**src/rtl/uart_tx_fifo_if.sv**
```systemverilog
// Byte-wide valid/ready push interface between a producer and the buffered UART transmitter.
interface uart_tx_fifo_if;
  logic [7:0] data;
  logic       valid;
  logic       ready;

  modport master (output data, output valid, input ready);
  modport slave  (input data, input valid, output ready);
endinterface

```
**src/rtl/uart_tx_fifo.sv**
```systemverilog
// Buffered 8N1 UART transmitter: byte FIFO, baud divider and serializer, all on the system clock.
module uart_tx_fifo #(
  parameter int CLK_HZ     = 27000000,
  parameter int BAUD       = 115200,
  parameter int FIFO_DEPTH = 16,
  parameter int STOP_BITS  = 1
) (
  input  logic                          clock,
  input  logic                          reset,
  uart_tx_fifo_if.slave                 bus,
  output logic                          UART_TX,
  output logic                          busy,
  output logic [$clog2(FIFO_DEPTH):0]   fifo_count
);

  localparam int DIV = (CLK_HZ + BAUD / 2) / BAUD;
  localparam int CW  = (DIV > 1) ? $clog2(DIV) : 1;
  localparam int PW  = $clog2(FIFO_DEPTH);
  localparam int NW  = PW + 1;

  typedef enum logic [1:0] {IDLE, START, DATA, STOP} state_t;

  state_t          state;
  logic [7:0]      mem [FIFO_DEPTH];
  logic [PW-1:0]   wr_ptr;
  logic [PW-1:0]   rd_ptr;
  logic [CW-1:0]   baud_cnt;
  logic [2:0]      bit_idx;
  logic [7:0]      shift;
  logic            ready_q;

  logic            push;
  logic            pop;
  logic            baud_last;
  logic            stop_end;
  logic            frame_next;
  logic [NW-1:0]   count_next;

  assign bus.ready = ready_q;

  assign push       = bus.valid && ready_q;
  assign baud_last  = (baud_cnt == CW'(DIV - 1));
  assign stop_end   = (state == STOP) && baud_last && (bit_idx == 3'(STOP_BITS - 1));
  // The serializer takes a byte when idle or on the very last cycle of the final stop bit.
  assign pop        = (fifo_count != '0) && ((state == IDLE) || stop_end);
  assign count_next = fifo_count + NW'(push) - NW'(pop);
  assign frame_next = pop || !((state == IDLE) || stop_end);

  // NOTE: the storage array has no reset; only pointers and count define which entries are valid.
  always_ff @(posedge clock) begin
    if (push) mem[wr_ptr] <= bus.data;
  end

  always_ff @(posedge clock or posedge reset) begin
    if (reset) begin
      wr_ptr     <= '0;
      rd_ptr     <= '0;
      fifo_count <= '0;
      ready_q    <= 1'b1;
      busy       <= 1'b0;
    end else begin
      if (push) wr_ptr <= wr_ptr + PW'(1);
      if (pop)  rd_ptr <= rd_ptr + PW'(1);
      fifo_count <= count_next;
      // Registered ready and busy track the next-state count so they always agree with fifo_count.
      ready_q    <= (count_next != NW'(FIFO_DEPTH));
      busy       <= frame_next || (count_next != '0);
    end
  end

  always_ff @(posedge clock or posedge reset) begin
    if (reset) begin
      state    <= IDLE;
      baud_cnt <= '0;
      bit_idx  <= '0;
      shift    <= '0;
      UART_TX  <= 1'b1;
    end else begin
      case (state)
        IDLE: begin
          baud_cnt <= '0;
          bit_idx  <= '0;
          UART_TX  <= 1'b1;
          if (pop) begin
            shift   <= mem[rd_ptr];
            UART_TX <= 1'b0;
            state   <= START;
          end
        end
        START: begin
          if (baud_last) begin
            baud_cnt <= '0;
            bit_idx  <= '0;
            UART_TX  <= shift[0];
            state    <= DATA;
          end else begin
            baud_cnt <= baud_cnt + CW'(1);
          end
        end
        DATA: begin
          if (baud_last) begin
            baud_cnt <= '0;
            if (bit_idx == 3'd7) begin
              bit_idx <= '0;
              UART_TX <= 1'b1;
              state   <= STOP;
            end else begin
              // shift[0] is the bit on the line; shift[1] is the next one out.
              bit_idx <= bit_idx + 3'd1;
              UART_TX <= shift[1];
              shift   <= shift >> 1;
            end
          end else begin
            baud_cnt <= baud_cnt + CW'(1);
          end
        end
        STOP: begin
          if (baud_last) begin
            baud_cnt <= '0;
            if (bit_idx == 3'(STOP_BITS - 1)) begin
              bit_idx <= '0;
              if (pop) begin
                shift   <= mem[rd_ptr];
                UART_TX <= 1'b0;
                state   <= START;
              end else begin
                state <= IDLE;
              end
            end else begin
              bit_idx <= bit_idx + 3'd1;
            end
          end else begin
            baud_cnt <= baud_cnt + CW'(1);
          end
        end
        default: state <= IDLE;
      endcase
    end
  end

endmodule
```
**src/flat_wrapper.sv**
```systemverilog
// flat-port wrapper written by rule: the top's interface ports become plain ports
module uart_tx_fifo_flat 
#(
  parameter int CLK_HZ     = 27000000,
  parameter int BAUD       = 115200,
  parameter int FIFO_DEPTH = 16,
  parameter int STOP_BITS  = 1
)
  (clock, reset, UART_TX, busy, fifo_count, bus_data, bus_valid, bus_ready);
  uart_tx_fifo_if bus_i ();
  input  logic clock;
  input  logic reset;
  output logic UART_TX;
  output logic busy;
  output logic [$clog2(FIFO_DEPTH):0] fifo_count;
  input wire logic [$bits(bus_i.data)-1:0] bus_data;
  input wire logic [$bits(bus_i.valid)-1:0] bus_valid;
  output wire logic [$bits(bus_i.ready)-1:0] bus_ready;
  assign bus_i.data = bus_data;
  assign bus_i.valid = bus_valid;
  assign bus_ready = bus_i.ready;
  uart_tx_fifo #(.CLK_HZ(CLK_HZ), .BAUD(BAUD), .FIFO_DEPTH(FIFO_DEPTH), .STOP_BITS(STOP_BITS)) u_core (.clock(clock), .reset(reset), .bus(bus_i), .UART_TX(UART_TX), .busy(busy), .fifo_count(fifo_count));
endmodule
```
**config.mk**
```make
export PLATFORM = sky130hd
export DESIGN_NAME = uart_tx_fifo_flat
export DESIGN_NICKNAME = d
export VERILOG_FILES = /design/src/rtl/uart_tx_fifo_if.sv /design/src/rtl/uart_tx_fifo.sv /design/src/flat_wrapper.sv
export SDC_FILE = /design/constraint.sdc
export NUM_CORES = 1
export LEC_CHECK = 0
export BUFFER_PORTS_ARGS = -buffer_cell sky130_fd_sc_hd__buf_2
export CORE_MARGIN = 4
export CORE_UTILIZATION = 56
export DETAILED_ROUTE_END_ITERATION = 8
export GPL_TIMING_DRIVEN = 1
export PLACE_DENSITY = 0.76
export SLEW_MARGIN = 40
export SYNTH_ARGS = -nofsm -noshare
export SYNTH_HDL_FRONTEND = slang
export SYNTH_SLANG_ARGS = --single-unit
```
**constraint.sdc**
```tcl
create_clock -name clock -period 3 [get_ports clock]
set_input_delay 0.9 -clock clock [delete_from_list [all_inputs] [get_ports clock]]
set_output_delay 0.9 -clock clock [all_outputs]
set_load 0.01 [all_outputs]
```
Word level (Yosys, flattened, before mapping):

Memories as Yosys holds them, arrays and structs flattened.
Index checks and enable logic that the tools add are counted.

* RAM bits: 128
* register bits: 37
* word-level logic and storage cells: 81
* memories: 1
* output and inout bits: 8

Memories
* u_core.mem: words 16, bits a word 8, rd ports 1, clocked after Yosys merged registers in 0, wr ports 1, RTL line uart_tx_fifo.sv:24 `logic [7:0] mem [FIFO_DEPTH];`

* multiplexer cells: 32
* $add $sub $neg: 6
* equal/unequal tests: 14
* reductions and logical operators: 18

Operators with widths (count)
* two-way mux 8 bit: 6
* case mux 8 bit (3 select lines): 1
* case mux 8 bit (2 select lines): 1
* two-way mux 3 bit: 5
* two-way mux 2 bit: 6
* inequality test 2 x 1 -> 1 bit (second input constant): 6
* case mux 3 bit (4 select lines): 1
* two-way mux 1 bit: 10
* AND reduction 5 bit: 2
* nonzero test 5 bit: 2
* adder 4 x 1 -> 4 bit (second input constant): 2
* adder 8 x 1 -> 8 bit (second input constant): 1
* equality test 8 bit (second input constant): 1
* case mux 2 bit (4 select lines): 1
* AND reduction 6 bit: 1
* adder 5 x 1 -> 5 bit: 1
* inequality test 5 bit (second input constant): 1
* subtractor 5 x 1 -> 5 bit: 1
* equality test 2 bit (second input constant): 2
* logical AND 1 bit: 4
* inequality test 2 bit (second input constant): 2
* case mux 1 bit (4 select lines): 1
* adder 3 x 1 -> 3 bit (second input constant): 1
* equality test 3 bit (second input constant): 1
* 8 further kinds: 10

Logic depth before layout (Yosys ltp):

Gate-level depths: netlist (run 1).

* word-level depth: 9
* mapped depth: 15

Worst setup path after synthesis (run 1):

No wires, ideal clock.

* kind: reg-to-reg
* start: register u_core.fifo_count[3]
* end: register u_core.busy
* setup time: 0.147 ns
* slack: 0.189 ns
* data arrival time: 2.663 ns
* clock period less this slack: 2.811 ns
* cell stages (with the launch flop): 13
* path buffers: 1
* cells stage by stage: dfrtp_1 -> inv_1 -> ha_1 -> nor4b_2 -> and2b_1 -> buf_6 -> ha_1 -> inv_1 -> ha_1 -> fa_1 -> xor2_1 -> nor4_1 -> nand4_1

* word-level cells in the longest chain between the ends: 5

RTL lines
* start, declared: RTL line uart_tx_fifo.sv:13 `output logic [$clog2(FIFO_DEPTH):0] fifo_count`
* start signal, assigned: RTL line uart_tx_fifo.sv:64 `fifo_count <= count_next;`
* nonzero test 5 bit: RTL line uart_tx_fifo.sv:45 `assign pop = (fifo_count != '0) && ((state == IDLE) || stop_end);`
* logical AND 1 bit: RTL line uart_tx_fifo.sv:45
* via u_core.pop: RTL line uart_tx_fifo.sv:33 `logic pop;`
* subtractor 5 x 1 -> 5 bit: RTL line uart_tx_fifo.sv:46 `assign count_next = fifo_count + NW'(push) - NW'(pop);`
* via u_core.count_next[2]: RTL line uart_tx_fifo.sv:37 `logic [NW-1:0] count_next;`
* nonzero test 5 bit: RTL line uart_tx_fifo.sv:67 `busy <= frame_next || (count_next != '0);`
* logical OR 1 bit: RTL line uart_tx_fifo.sv:67
* end signal, assigned: RTL line uart_tx_fifo.sv:67
* end, declared: RTL line uart_tx_fifo.sv:12 `output logic busy,`

The timed path passes the listed nets, and every way through them passes these cells.
A chain may end at the register's enable or synchronous reset.

Worst setup path in the final report (run 1):

* start: register u_core.state[0]
* end: register u_core.busy

* word-level cells in the longest chain between the ends: 8

RTL lines
* start, declared: RTL line uart_tx_fifo.sv:23 `state_t state;`
* start signal, assigned: RTL line uart_tx_fifo.sv:73 `state <= IDLE;`
* start signal, assigned: RTL line uart_tx_fifo.sv:87 `state <= START;`
* start signal, assigned: RTL line uart_tx_fifo.sv:95 `state <= DATA;`
* equality test 2 bit: RTL line uart_tx_fifo.sv:43 `assign stop_end = (state == STOP) && baud_last && (bit_idx == 3'(STOP_BITS - 1));`
* logical AND 1 bit (2 in a row): RTL line uart_tx_fifo.sv:43
* logical OR 1 bit *: RTL line uart_tx_fifo.sv:45
* logical AND 1 bit *: RTL line uart_tx_fifo.sv:45
* subtractor 5 x 1 -> 5 bit *: RTL line uart_tx_fifo.sv:46
* via u_core.count_next[4]: RTL line uart_tx_fifo.sv:37
* nonzero test 5 bit *: RTL line uart_tx_fifo.sv:67
* logical OR 1 bit *: RTL line uart_tx_fifo.sv:67

The timed path passes the listed nets; every way through them passes the cells marked *.

==> results of run 1 <==
## metal layers
layer | global-route usage | vias to the layer above | part of all wire
li1 | - | 1724 | -
met1 | 0.269 | 1873 | 0.42
met2 | 0.319 | 101 | 0.51
met3 | 0.0529 | 20 | 0.059
met4 | 0.0708 | 0 | 0.016
met5 | 0 | - | 0
## Yosys cell counts, drive strengths merged, types with 7 or more instances
cell type    n
nor2        11
clkbuf       7
xor2         9
xnor2        7
nand2       16
a21oi       15
and2        13
and3         8
mux2i       32
mux2        11
edfxtp     128
dfrtp       35
mux4        20
buf          9
inv         18
ha          22
## how the worst max path moves through the flow
stage                               startpoint           to  slack (ns)  cells after the start
final                          u_core.state[0]  u_core.busy        0.19                     14
after global routing           u_core.state[0]  u_core.busy       -0.03                     14
after CTS                   u_core.baud_cnt[1]  u_core.busy        0.07                     11
after detailed placement    u_core.baud_cnt[1]  u_core.busy        0.08                     11
after global placement      u_core.baud_cnt[1]  u_core.busy        0.19                     11
after floorplan           u_core.fifo_count[3]  u_core.busy        0.19                     12
## timing repair
item / in CTS / in global routing
resized for setup: 0 / 7
hold buffers: 0 / 0
setup buffers: 0 / 3
setup endpoints to repair: 0 / 3
## metrics by stage
stage | util | hold slack [ns]
finish | 0.663 | 0.527
global route | 0.663 | 0.533
CTS | 0.657 | 0.528
detailed placement | 0.607 | 0.501
global placement | 0.607 | 0.490
floorplan | - | 0.474
## worst register-to-register path, delay by kind of cell (launching register included)
family	cells	cell delay, ns
AND/OR/NAND/NOR	2	0.27
XOR/XNOR	1	0.16
adder cells (fa/ha/maj)	4	1.12
AO/OA/AOI/OAI	3	0.39
flip-flops	1	0.40
buffers and inverters	4	0.35
## registers in the layout, indices dropped and copies added, names as in the netlist, 2 cells and up
register and flops:
u_core.baud_cnt 8, u_core.bit_idx 3, u_core.fifo_count 5, u_core.mem 128, u_core.rd_ptr 4, u_core.shift 8, u_core.state 2, u_core.wr_ptr 4
## power by group
part / switching, mW / internal [mW]
clock network: 0.902 / 1.27
registers: 0.117 / 2.74
logic: 0.537 / 0.327
total: 1.56 / 4.34
## kinds of logic (layout without fill, tap and decap cells)
kind of cell,after synthesis,in the layout
simple gates,77,77
mux,63,63
compound gates,52,52
fa+ha+maj,23,23
flops,165,165
xor+xnor,16,16
buf+inv,34,82
## layout make-up
cell class                      count  area share
Sequential cell                   165       0.590
Timing Repair Buffer               32      0.0256
Clock inverter                     14      0.0210
Inverter                           18     0.00834
Multi-Input combinational cell    231       0.275
Tap cell                          168      0.0260
Clock buffer                       18      0.0542
==> results_dict.tcl, run 1 <==
set metrics [dict create \
    multi_input_area_um2 2230 \
    yosysTopAreaCell "edfxtp_1" \
    hold_start "u_core.baud_cnt[0]" \
    areaGrowthSynthToFinish_pct 13.8 \
    fillerInstances 841 \
    die_h_um 121 \
    synth_ff_type "edfxtp_1" \
    synthTopCellsByArea "edfxtp_1 54%, dfrtp_1 12%, mux4_2 6.3%, mux2i_1 4.5%, ha_1 3.9%" \
    diodes 0 \
    ir_drop_mv 0.678 \
    io_pins 19 \
    grtUsageTotal 0.200 \
    critical_path.startpoint_type "flip-flop" \
    netlist_area_um2 7120 \
    setup_ws_ns 0.188 \
    p_per_area_nw_per_um2 728 \
    cts_sinks 165 \
    synth_top_family_by_area "multiplexers" \
    crit_buf_inv 4 \
    design_area_um2 8100 \
    post-route-drc-count 0 \
    avgSynthCellArea_um2 16.6 \
    die_area_um2 14600 \
    dpl.hpwl_mm 8.83 \
    synth_seq_cells 165 \
    initial_core_util 0.583 \
    postRouteAntennaNets 0 \
    clock_latency_ns 0.42 \
    grt_pass1_wl_mm 21.5 \
    final_nets 499 \
    dp.cells 611 \
    fmax_mhz 356 \
    dp_slack_ns 0.0758 \
    core_area_um2 12200 \
    h-tree-depth 4 \
    cts_tree "yes" \
    drv_cap 0 \
    synthAdderAreaFrac 0.0415 \
    cts_root_buffer "clkbuf_16" \
    cpLargestDelayFamily "adder cells" \
    fin_skew_ns 0.0130 \
    crit_top_cell "inv_1" \
    min_to "u_core.baud_cnt[0]" \
    layout_commonest_cell "edfxtp_1" \
    period_share 0.937 \
    clkSlewWorstSetupHoldPaths_ns 0.06 \
    hold_viol 0 \
    final_cell_mix "128 x edfxtp_1, 33 x dfrtp_1, 32 x mux2i_1" \
    setup_violations 0 \
    seq_area_um2 4770 \
    cts_buffer_depth 2 \
    tightest_slew_ns 0.516 \
    drive_above_1_share 0.234 \
    seq_area_frac_synth 0.670 \
    final-max-slew-violation-count 0 \
    crit_fanout 5 \
    p_leak_nw 2.98 \
    yosys-mux-area-fraction 0.129 \
    yosysWarnings 0 \
    r2r_cells 14 \
    fin_cells 646 \
    worst-setup-path-type "flip-flop to flip-flop" \
    fin_crit_ns 2.81 \
    ys_types 54 \
    synth_top_area_share 0.540 \
    synth_edf_count 128 \
    reg2reg_setup_slack_ns 0.19 \
    cp.required_ns 3.29 \
    cts_made_buffers 17 \
    whs_path_depth 1 \
    postRouteWirelength_mm 13.3 \
    synth_xor_area_frac 0.0197 \
    setup_tns_ns 0 \
    r2r_start "u_core.state[0]" \
    r2r_end "u_core.busy" \
    hp-class "flip-flop to flip-flop" \
    wl_per_cell_um 20.6 \
    grt_pass1_vias 3899 \
    status "finished clean" \
    synth-compound-area-share 0.0541 \
    drt-pass1-iter-count 5 \
    crit_slowest_cell "fa_1" \
    io_buffers 18 \
    power_mw 5.90 \
    syn_inst 430 \
    vias 3718 \
    synth_nets 464 \
    grt_max_degree 38 \
    cp.arrival_ns 3.10 \
    grt_antenna_before_repair 0 \
    cp_slowest_stage_delay_ns 0.43 \
    grt.overflow.total 0 \
    vias_per_cell 5.76 \
    place_area_um2 7420 \
    slew_headroom 0.656 \
    cp-end-kind "flip-flop" \
    place_congestion 0.763 \
    crit_chain "inv_1 > ha_1 > inv_1 > o41ai_4 > and2b_1 > ha_1 > inv_1 > ha_1 > fa_1 > a21oi_2 > o21bai_1 > xnor2_2 > inv_1 > nand4_1" \
    first_iter_violations 289 \
    die_width_um 121 \
    synthArstFlopShare 0.224 \
    synth-simple-area-share 0.0619 \
    rows 40 \
]
No activity file was read; power rests on OpenSTA's default activity.
==> run 2, diff against run 1 <==
--- a/config.mk
+++ b/config.mk
@@ -11,7 +11,7 @@
 export DETAILED_ROUTE_END_ITERATION = 8
 export GPL_TIMING_DRIVEN = 1
 export PLACE_DENSITY = 0.76
-export SLEW_MARGIN = 40
+export RECOVER_POWER = 50
 export SYNTH_ARGS = -nofsm -noshare
 export SYNTH_HDL_FRONTEND = slang
 export SYNTH_SLANG_ARGS = --single-unit
==> run 2 against run 1 <==
  * Critical path depth unchanged
  * Clock power is essentially flat
  * Worst setup slack worse by 0.0056 ns
  * Sequential share of layout area increased by 0.076 points
  * Global-route usage is the same
  * Highest routed layer unchanged
  * Clock skew fell by 0.00050 ns
  * Fmax fell by 0.20%
  * Die area did not move
  * Flip-flop and latch count unchanged
  * Via count fell by 0.19%
==> results_dict.tcl, run 2 (synthesized netlist as in run 1, its figures left out) <==
set metrics [dict create \
    status "finished clean" \
    post-route-drc-count 0 \
    drive_above_1_share 0.213 \
    startpoint "u_core.bit_idx[0]" \
    setup_violations 0 \
    min_to "u_core.shift[5]" \
    fin_crit_ns 2.82 \
    ir_drop_mv 0.678 \
    cp_slowest_stage_delay_ns 0.43 \
    hold_buffers 0 \
    cp-end-kind "flip-flop" \
    vias 3711 \
    areaGrowthSynthToFinish_pct 13.6 \
    reg_top3 "u_core.mem x128, u_core.baud_cnt x8, u_core.shift x8" \
    design_area_um2 8090 \
    grt.overflow.total 0 \
    crit_fanout 4 \
    dp.cells 611 \
    fmax_mhz 355 \
    p_per_area_nw_per_um2 730 \
    place_congestion 0.763 \
    rows 40 \
    die_h_um 121 \
    die_width_um 121 \
    cts_tree "yes" \
    p_leak_nw 2.96 \
    grt_antenna_before_repair 0 \
    reg2reg_setup_slack_ns 0.18 \
    r2r_end "u_core.busy" \
    final_nets 499 \
    place_area_um2 7420 \
    crit_chain "inv_1 > ha_2 > nand2b_4 > o41ai_4 > and2b_1 > ha_1 > inv_1 > ha_1 > fa_1 > a21oi_2 > o21bai_1 > xnor2_2 > inv_1 > nand4_1" \
    grtUsageTotal 0.200 \
    cp.required_ns 3.29 \
    cts_buffer_depth 2 \
    tightest_slew_ns 0.892 \
    io_buffers 18 \
    cts_made_buffers 17 \
    postRouteWirelength_mm 13.4 \
    cts_sinks 165 \
    worst-setup-path-type "flip-flop to flip-flop" \
    clkSlewWorstSetupHoldPaths_ns 0.06 \
    hold_viol 0 \
    drv_cap 0 \
    hold_ws_ns 0.526 \
    crit_slowest_cell "fa_1" \
    crit_top_cell "inv_1" \
    grt_pass1_vias 3899 \
    power_mw 5.90 \
    fin_skew_ns 0.0125 \
    critical_path.startpoint_type "flip-flop" \
    cts_root_buffer "clkbuf_16" \
    core_area_um2 12200 \
    dp_slack_ns 0.0758 \
    fin_cells 646 \
    grt_max_degree 38 \
    setup_ws_ns 0.182 \
    dpl.hpwl_mm 8.83 \
    diodes 0 \
    die_area_um2 14600 \
    whs_path_depth 1 \
    clock_latency_ns 0.43 \
    wl_per_cell_um 20.7 \
    first_iter_violations 283 \
    io_pins 19 \
    slew_headroom 0.405 \
    largest_register_ffs 128 \
    final_cell_mix "128 x edfxtp_1, 34 x dfrtp_1, 32 x mux2i_1" \
    drt-pass1-iter-count 5 \
    top_register "u_core.mem" \
    r2r_cells 14 \
    grt_pass1_wl_mm 21.5 \
    hold_start "u_core.shift[5]" \
    postRouteAntennaNets 0 \
    layout_commonest_cell "edfxtp_1" \
    cp.arrival_ns 3.10 \
    final-max-slew-violation-count 0 \
    post-route-util 0.662 \
    initial_core_util 0.583 \
    vias_per_cell 5.74 \
    period_share 0.939 \
    h-tree-depth 4 \
    hp-class "flip-flop to flip-flop" \
    setup_tns_ns 0 \
    r2r_start "u_core.bit_idx[0]" \
]
## run 2: changes by cell type in the layout (fill, tap and decap cells not counted)
| cell | before | now |
|---|---|---|
| buf_2 | 18 | 9 |
| clkbuf_1 | 0 | 9 |
| dfrtp_1 | 33 | 34 |
| dfrtp_2 | 2 | 1 |
## run 2: power by group
part           switching (mW)  internal (mW)  total [mW]
Sequential              0.117           2.74        2.86
Combinational           0.538          0.325       0.864
Clock                   0.906           1.27        2.18
## run 2: cell type report
| class | count | area [µm²] |
|---|---|---|
| Clock buffer | 18 | 439 |
| Clock inverter | 14 | 170 |
| Fill cell | 850 | 4130 |
| Inverter | 18 | 67.6 |
| Multi-Input combinational cell | 231 | 2230 |
| Sequential cell | 165 | 4770 |
| Tap cell | 168 | 210 |
| Timing Repair Buffer | 32 | 196 |
## run 2: timing repair
item,4_1_cts,5_1_grt
setup buffers,0,3
resized for setup,0,7
endpoints found under the setup margin,0,3
## run 2: worst max-delay path by stage
| stage | end | slack, ns | cells past startpoint |
|---|---|---|---|
| floorplan | u_core.busy | 0.19 | 12 |
| global placement | u_core.busy | 0.19 | 11 |
| detailed placement | u_core.busy | 0.08 | 11 |
| CTS | u_core.busy | 0.07 | 11 |
| global route | u_core.busy | -0.03 | 14 |
| finish | u_core.busy | 0.18 | 14 |
## run 2: critical path: cells and delay by family (launching register included)
family	cells	cell delay, ns
xor gates and xnor gates	1	0.16
and+or+nand+nor	3	0.35
AOI/OAI and AO/OA	3	0.62
buffers and inverters	3	0.20
adders and majority gates	4	0.96
DFF	1	0.39
## run 2: layer usage
layer | up-vias | global-route usage | share of wire
li1 | 1722 | - | -
met1 | 1875 | 0.269 | 0.42
met2 | 92 | 0.319 | 0.51
met3 | 22 | 0.0529 | 0.063
met4 | 0 | 0.0708 | 0.014
met5 | - | 0 | 0
==> run 3, diff against run 2 <==
--- a/config.mk
+++ b/config.mk
@@ -11,7 +11,6 @@
 export DETAILED_ROUTE_END_ITERATION = 8
 export GPL_TIMING_DRIVEN = 1
 export PLACE_DENSITY = 0.76
-export RECOVER_POWER = 50
 export SYNTH_ARGS = -nofsm -noshare
 export SYNTH_HDL_FRONTEND = slang
 export SYNTH_SLANG_ARGS = --single-unit
==> run 3 against run 2 <==
  * Global-route usage unchanged
  * Critical path type unchanged
  * Sequential power about the same
  * Wire length decreased by 0.42%
  * Clock-buffer cell count did not move
  * Worst setup slack improved by 0.0056 ns
  * Non-clock buffer count did not move
==> results_dict.tcl, run 3 (synthesized netlist as in run 1, its figures left out) <==
set metrics [dict create \
    grtUsageTotal 0.200 \
    post-route-util 0.663 \
    postRouteWirelength_mm 13.3 \
    grt_pass1_wl_mm 21.5 \
    rows 40 \
    setup_violations 0 \
    place_area_um2 7420 \
    tightest_slew_ns 0.892 \
    cts_tree "yes" \
    layout_commonest_cell "edfxtp_1" \
    seq_area_um2 4770 \
    p_leak_nw 2.98 \
    design_area_um2 8100 \
    cts_buffer_depth 2 \
    hold_buffers 0 \
    clkSlewWorstSetupHoldPaths_ns 0.06 \
    die_h_um 121 \
    die_width_um 121 \
    core_area_um2 12200 \
    period_share 0.937 \
    postRouteAntennaNets 0 \
    largest_register_ffs 128 \
    cts_made_buffers 17 \
    status "finished clean" \
    cts_root_buffer "clkbuf_16" \
    drive_above_1_share 0.232 \
    crit_chain "inv_1 > ha_1 > inv_1 > o41ai_4 > and2b_1 > ha_1 > inv_1 > ha_1 > fa_1 > a21oi_2 > o21bai_1 > xnor2_2 > inv_1 > nand4_1" \
    top_register "u_core.mem" \
    hp-class "flip-flop to flip-flop" \
    h-tree-depth 4 \
    fin_skew_ns 0.0130 \
    cp.arrival_ns 3.10 \
    grt_max_degree 38 \
    crit_slowest_cell "fa_1" \
    io_buffers 18 \
    first_iter_violations 289 \
    fin_crit_ns 2.81 \
    fmax_mhz 356 \
    areaGrowthSynthToFinish_pct 13.7 \
    post-route-drc-count 0 \
    crit_top_cell "inv_1" \
    die_area_um2 14600 \
    vias 3718 \
    drt-pass1-iter-count 5 \
    reg_top3 "u_core.mem x128, u_core.baud_cnt x8, u_core.shift x8" \
    final_cell_mix "128 x edfxtp_1, 34 x dfrtp_1, 32 x mux2i_1" \
    critical_path.startpoint_type "flip-flop" \
    final-max-slew-violation-count 0 \
    crit_fanout 5 \
    multi_input_area_um2 2230 \
    grt.overflow.total 0 \
    io_pins 19 \
    wl_per_cell_um 20.6 \
    grt_antenna_before_repair 0 \
    worst-setup-path-type "flip-flop to flip-flop" \
    dpl.hpwl_mm 8.83 \
    vias_per_cell 5.76 \
    power_mw 5.90 \
    slew_headroom 0.405 \
    p_per_area_nw_per_um2 728 \
    cts_sinks 165 \
    r2r_end "u_core.busy" \
    ir_drop_mv 0.678 \
    hold_viol 0 \
    initial_core_util 0.583 \
    grt_pass1_vias 3899 \
    min_to "u_core.shift[5]" \
    hold_start "u_core.shift[5]" \
    diodes 0 \
    cp-end-kind "flip-flop" \
    cp_slowest_stage_delay_ns 0.43 \
    r2r_start "u_core.state[0]" \
    reg2reg_setup_slack_ns 0.19 \
    place_congestion 0.763 \
    fillerInstances 842 \
    whs_path_depth 1 \
    cp.required_ns 3.29 \
    drv_cap 0 \
    r2r_cells 14 \
    final_nets 499 \
    clock_latency_ns 0.42 \
]
run 3: cell count changes in the layout (fill, tap and decap cells not counted), sizes merged:
cell | previous run | this run
buf | 23 | 32
clkbuf | 27 | 18
run 3: repair_timing:
action                     in CTS  in global routing
setup endpoints to repair       0                  3
buffers inserted                0                  3
hold endpoints to repair        0                  0
resized for setup               0                  7
run 3: worst max-delay path by stage:
stage                                    start           to  slack (ns)  cells past startpoint
after detailed placement    u_core.baud_cnt[1]  u_core.busy        0.08                     11
after global routing           u_core.state[0]  u_core.busy       -0.03                     14
after floorplan           u_core.fifo_count[3]  u_core.busy        0.19                     12
after global placement      u_core.baud_cnt[1]  u_core.busy        0.19                     11
after CTS                   u_core.baud_cnt[1]  u_core.busy        0.07                     11
final                          u_core.state[0]  u_core.busy        0.19                     14
run 3: area by class of cell:
cell class / instances / share of cell area
Multi-Input combinational cell: 231 / 0.275
Clock buffer: 18 / 0.0542
Timing Repair Buffer: 32 / 0.0256
Inverter: 18 / 0.00834
Tap cell: 168 / 0.0260
Sequential cell: 165 / 0.589
Clock inverter: 14 / 0.0210
run 3: stage by stage:
stage	hold slack [ns]	setup TNS (ns)	instances	setup WS [ns]
2_1_floorplan	0.474	0	430	0.189
3_3_place_gp	0.490	0	611	0.187
3_5_place_dp	0.501	0	611	0.0758
4_1_cts	0.528	0	643	0.0674
5_1_grt	0.533	-0.0311	646	-0.0311
6_report	0.526	0	646	0.188
run 3: routing by layer:
metal  routed length [µm]  vias to the layer above  GRT usage
li1                     -                     1724          -
met1                 5550                     1871      0.269
met2                 6740                      103      0.319
met3                  823                       20     0.0529
met4                  218                        0     0.0708
met5                    0                        -          0
run 3: report_power, final:
| group | switching, mW | leakage [nW] | internal (mW) |
|---|---|---|---|
| clock network | 0.902 | 0.290 | 1.27 |
| registers | 0.117 | 1.60 | 2.74 |
| logic | 0.537 | 1.09 | 0.327 |
run 3: critical path, delay by kind of cell, from the launching register on:
kind                     cells  cell delay, ns
adder cells (fa/ha/maj)      4            1.12
flip-flops                   1            0.40
AO/OA/AOI/OAI                3            0.39
buffers and inverters        4            0.35
AND/OR/NAND/NOR              2            0.26
XOR/XNOR                     1            0.16
